## config.mk

```make
export PLATFORM = sky130hd
export DESIGN_NAME = inv_subbytes_ctrl
export DESIGN_NICKNAME = d
export VERILOG_FILES = /design/src/rtl/inv_subbytes_ctrl.sv
export SDC_FILE = /design/constraint.sdc
export NUM_CORES = 1
export LEC_CHECK = 0
export ABC_CLOCK_PERIOD_IN_PS = 2700
export BUFFER_PORTS_ARGS = -buffer_cell sky130_fd_sc_hd__buf_2
export CAP_MARGIN = 15
export CORE_UTILIZATION = 49
export DETAILED_ROUTE_END_ITERATION = 8
export HOLD_SLACK_MARGIN = 0.1
export PLACE_DENSITY = 0.8
export RECOVER_POWER = 25
export REMOVE_ABC_BUFFERS = 1
export SYNTH_ARGS = -nofsm -noshare
export SYNTH_HDL_FRONTEND = slang
export SYNTH_SLANG_ARGS = --single-unit
```

## constraint.sdc

```tcl
create_clock -name clk -period 2.7 [get_ports clk]
set_clock_uncertainty 0.05 [all_clocks]
set_input_delay 0.675 -clock clk [delete_from_list [all_inputs] [get_ports clk]]
set_output_delay 0.675 -clock clk [all_outputs]
set_load 0.02 [all_outputs]
```

## src/rtl/inv_subbytes_ctrl.sv

```systemverilog
// inv_subbytes_ctrl
//   Sequences one 128-bit cipher state through a shared, registered inverse
//   S-box one byte per cycle. A state is accepted in IDLE, its 16 bytes are
//   issued in ISSUE (byte 0 first), the last S-box result is collected in
//   DRAIN, and the substituted state is presented in DONE until taken.
//
//   Byte order: byte 0 is bits [127:120], byte 15 is bits [7:0], for both
//   state_in and state_out.
//
// Ports
//   clk, reset        clock (rising edge), async active-low reset
//   in_valid/in_ready input handshake, state_in carries the state
//   out_valid/out_ready output handshake, state_out carries the result
//   sbox_valid/addr   issue side of the shared registered inverse S-box
//   sbox_dout         S-box result, valid one cycle after an issue
//   busy              high whenever the FSM is not IDLE
//   abort             (ISB_ABORT_EN only) drops the current operation
//
// Configuration
//   ISB_ABORT_EN      when defined, adds the abort input. abort=1 outside IDLE
//                     returns the FSM to IDLE at the next edge with no result;
//                     it wins over out_ready in DONE. Undefined by default.

module inv_subbytes_ctrl (
  input  logic         clk,
  input  logic         reset,
  input  logic         in_valid,
  output logic         in_ready,
  input  logic [127:0] state_in,
  output logic         out_valid,
  input  logic         out_ready,
  output logic [127:0] state_out,
  output logic         sbox_valid,
  output logic [7:0]   sbox_addr,
  input  logic [7:0]   sbox_dout,
  output logic         busy
`ifdef ISB_ABORT_EN
  ,
  input  logic         abort
`endif
);

  typedef enum logic [1:0] {
    IDLE  = 2'd0,
    ISSUE = 2'd1,
    DRAIN = 2'd2,
    DONE  = 2'd3
  } state_t;

  state_t            state;
  logic [3:0]        cnt;
  // Packed as [15:0][7:0] so element 15 is bits [127:120]: byte k lives in
  // element 15-k, which for a 4-bit index is simply ~k.
  logic [15:0][7:0]  in_q;
  logic [15:0][7:0]  res_q;
  logic [3:0]        cnt_nxt;
  logic [3:0]        cnt_prv;
  logic              abort_hit;

  assign cnt_nxt   = cnt + 4'd1;
  assign cnt_prv   = cnt - 4'd1;
  assign state_out = res_q;

`ifdef ISB_ABORT_EN
  assign abort_hit = abort && (state != IDLE);
`else
  assign abort_hit = 1'b0;
`endif

  // All handshake and S-box outputs are flops that move with the state, so
  // reset forces every one of them (including in_ready) to 0. in_ready comes
  // up on the first edge after reset release.
  always_ff @(posedge clk or negedge reset) begin
    if (!reset) begin
      state      <= IDLE;
      cnt        <= 4'd0;
      in_q       <= '0;
      res_q      <= '0;
      in_ready   <= 1'b0;
      out_valid  <= 1'b0;
      busy       <= 1'b0;
      sbox_valid <= 1'b0;
      sbox_addr  <= 8'h00;
    end else if (abort_hit) begin
      state      <= IDLE;
      cnt        <= 4'd0;
      in_ready   <= 1'b1;
      out_valid  <= 1'b0;
      busy       <= 1'b0;
      sbox_valid <= 1'b0;
      sbox_addr  <= 8'h00;
    end else begin
      case (state)
        IDLE: begin
          in_ready <= 1'b1;
          if (in_valid && in_ready) begin
            in_q       <= state_in;
            cnt        <= 4'd0;
            state      <= ISSUE;
            in_ready   <= 1'b0;
            busy       <= 1'b1;
            // First issue goes out straight from the input bus since in_q is
            // only being loaded on this same edge.
            sbox_valid <= 1'b1;
            sbox_addr  <= state_in[127:120];
          end
        end
        ISSUE: begin
          // S-box is one cycle behind the issue: the result arriving now
          // belongs to the byte issued with cnt-1.
          if (cnt != 4'd0) res_q[~cnt_prv] <= sbox_dout;
          if (cnt == 4'd15) begin
            state      <= DRAIN;
            cnt        <= 4'd0;
            sbox_valid <= 1'b0;
            sbox_addr  <= 8'h00;
          end else begin
            cnt        <= cnt_nxt;
            sbox_addr  <= in_q[~cnt_nxt];
          end
        end
        DRAIN: begin
          res_q[0]  <= sbox_dout;
          state     <= DONE;
          out_valid <= 1'b1;
        end
        DONE: begin
          // Going back to IDLE here does not accept new input this cycle;
          // the next handshake can happen in IDLE at the following edge.
          if (out_ready) begin
            state     <= IDLE;
            out_valid <= 1'b0;
            busy      <= 1'b0;
            in_ready  <= 1'b1;
          end
        end
        default: begin
          state      <= IDLE;
          cnt        <= 4'd0;
          in_ready   <= 1'b0;
          out_valid  <= 1'b0;
          busy       <= 1'b0;
          sbox_valid <= 1'b0;
          sbox_addr  <= 8'h00;
        end
      endcase
    end
  end

endmodule

```

==> impl_metrics.env <==
export IMPL_endpoint="state_out[2]$_DFFE_PN0P_"
export IMPL_synth_seq_area_share=0.569
export IMPL_worstMarginPinSlew_ns=1.59
export IMPL_status="complete, but fails checks"
export IMPL_synth_most_common_cell="nand2_1"
export IMPL_numClockSinks=274
export IMPL_ant_nets=0
export IMPL_grt_max_degree=67
export IMPL_cts_buffers=29
export IMPL_synth_area_leaders="dfrtp_1 57%, mux2_2 13%, nand2_1 12%, mux2i_1 3.1%, mux4_2 3.0%"
export IMPL_async_reset_ff_frac=1.00
export IMPL_cp_end_kind="flop"
export IMPL_regToRegEndpoint="state_out[2]$_DFFE_PN0P_"
export IMPL_seqCellArea_um2=6860
export IMPL_hold_path_class="in -> reg"
export IMPL_clk_pin_slew_ns=0.06
export IMPL_worst_setup_path_type="reg -> reg"
export IMPL_worst_r2r_path_depth=6
export IMPL_dp_hpwl_um=20500
export IMPL_start_kind="flop"
export IMPL_dp_cells=1646
export IMPL_synth_cell_types=52
export IMPL_cts_root_buf="clkbuf_16"
export IMPL_rows=57
export IMPL_fp_dieH_um=159
export IMPL_syn_to_final_growth_pct=24.2
export IMPL_synthFlopType="dfrtp_1"
export IMPL_rsz0062_at_grt="no"
export IMPL_power_leakage_uw=0.00763
export IMPL_netlist_area_um2=12100
export IMPL_design_core_area_um2=24200
export IMPL_clockBufferDepth=3
export IMPL_fillers=1965
export IMPL_crit_fanout=12
export IMPL_yosysTopAreaCell="dfrtp_1"
export IMPL_grt_first_pass_wirelength_um=48100
export IMPL_p_total_uw=18700
export IMPL_slew_viol_final=58
export IMPL_max_freq_ghz=0.405
export IMPL_antenna_found_initial=4
export IMPL_violations="capacitance limit, slew limit"
export IMPL_via_per_inst=5.31
export IMPL_layoutNonFillerInstCount=1702
export IMPL_io_buffer_count=279
export IMPL_reg2reg_from="cnt[1]$_DFFE_PN0P_"
export IMPL_drive_gt1_frac=0.392
export IMPL_via_count=9036
export IMPL_avgSynthCellArea_um2=11.2
export IMPL_yosys_warnings=0
export IMPL_relSlewSlack=-0.0568
export IMPL_worstPathRequired_ns=3.08
export IMPL_finalWeightedCongestion=0.801
export IMPL_finalWirelength_um=29400
export IMPL_drv_cap=1
export IMPL_cts_tree="yes"
export IMPL_fin_crit_sh=0.914
export IMPL_min_period_ns=2.47
export IMPL_setup_viol=0
export IMPL_post_cts_resized=0
export IMPL_drtIter0Drc=611
export IMPL_first_pass_iters=7
export IMPL_ir_drop_v=0.000627
export IMPL_start_util=0.497
export IMPL_synth_edff_count=0
export IMPL_yosys_area_top_type_share=0.569
export IMPL_grt_pass1_vias=9058
export IMPL_regToRegSetupSlack_ns=0.23
export IMPL_synth_common_cells="381 x nand2_1, 274 x dfrtp_1, 140 x mux2_2, 49 x clkbuf_1, 37 x mux2i_1"
export IMPL_die_area_um2=25200
export IMPL_ioPinCount=280
export IMPL_htreeDepth=1
export IMPL_track_usage=0.237
export IMPL_power_density_nw_per_um2=1250
export IMPL_worst_ep_arrival_time_ns=2.84
export IMPL_startpoint="cnt[1]$_DFFE_PN0P_"
export IMPL_multiInputGateArea_um2=4930
export IMPL_synth_cells=1076
export IMPL_drt_drc_violations_left=0
export IMPL_die_x_um=159
export IMPL_final_setup_tns_ns=0
export IMPL_nets=1504
export IMPL_insertion_delay_ns=0.54
export IMPL_synth_seq_cells=274
export IMPL_overflow=0
export IMPL_wl_per_cell_um=17.3
export IMPL_hold_viol_final=0
## worst max-delay path, stage by stage (launching register included)
cell and delay, ns:
dfrtp_1 0.50, inv_1 0.16, ha_1 0.18, or3b_1 0.50, o21ai_0 0.21, o211a_1 0.38
mux2_2 0.38
## where the power goes
part / switching [uW] / internal (uW)
Combinational: 4300 / 3270
Sequential: 1070 / 5950
Clock: 1620 / 2480
Total: 6990 / 11700
## worst min-delay path by stage
stage	from	end	slack (ns)	cells past startpoint
2_1_floorplan	reset	busy$_DFFE_PN0P_	0.33	0
3_3_place_gp	in_q[117]$_DFFE_PN0P_	in_q[117]$_DFFE_PN0P_	0.40	2
3_5_place_dp	in_q[87]$_DFFE_PN0P_	in_q[87]$_DFFE_PN0P_	0.41	2
4_1_cts	state_in[85]	in_q[85]$_DFFE_PN0P_	0.25	3
5_1_grt	state_in[77]	in_q[77]$_DFFE_PN0P_	0.26	3
6_report	state_in[85]	in_q[85]$_DFFE_PN0P_	0.27	3
## flip-flops by register name, summed over array words and instances, names as in the netlist
register    cells
busy            1
cnt             4
in_q          128
in_ready        1
out_valid       1
sbox_addr       8
sbox_valid      1
state           2
state_out     128
## through the flow
step                hold slack [ns]  instance area, um^2  setup WS [ns]   util
floorplan                     0.329                11800          -2.25      -
global route                  0.258                15000         0.0699  0.617
detailed placement            0.408                14000          0.244  0.576
finish                        0.267                15000          0.232  0.617
global placement              0.400                14000          0.326  0.576
CTS                           0.246                15000          0.213  0.617
## repair_timing
item | CTS | global route
hold endpoints to repair | 55 | 0
buffers inserted | 0 | 0
hold buffers | 1 | 0
## cell type report
cell class,count,area share
sequential,274,0.458
multi-input combinational,731,0.330
timing repair buffer,311,0.116
clock buffer,43,0.0574
tap,324,0.0271
clock inverter,10,0.00945
inverter,7,0.00176
antenna,2,0.000334
## cell usage in the layout (no fill, tap or decap), types with 5 or more instances in the layout
cell type  count
nand3_1        6
buf_2        278
a21oi_1       18
nand2b_1      12
clkbuf_8       8
ha_1          10
o311ai_0       7
clkbuf_1       6
dfrtp_1      273
nand2_1      381
o22ai_1        8
inv_1          7
nor2b_1        5
clkbuf_16     29
nand4_1        9
nand3b_1      10
o21ai_0       10
buf_12         8
nor2_1         8
mux4_2        16
mux2_2       140
and3_1         5
buf_4         22
mux2i_1       37
## routing by layer
| layer | share of wire | GRT usage |
|---|---|---|
| met1 | 0.43 | 0.325 |
| met2 | 0.47 | 0.385 |
| met3 | 0.074 | 0.0541 |
| met4 | 0.024 | 0.0569 |
| met5 | 0.0012 | 0 |
## kinds of logic after synthesis
kind of cell | share of synthesized area
adder cells (fa/ha/maj) | 0.0104
AND/OR/NAND/NOR | 0.156
AO/OA/AOI/OAI | 0.0463
XOR/XNOR | 0.000727
flip-flops | 0.569
buffers and inverters | 0.0249
multiplexers | 0.193
Power figures use the tool's default switching activity.
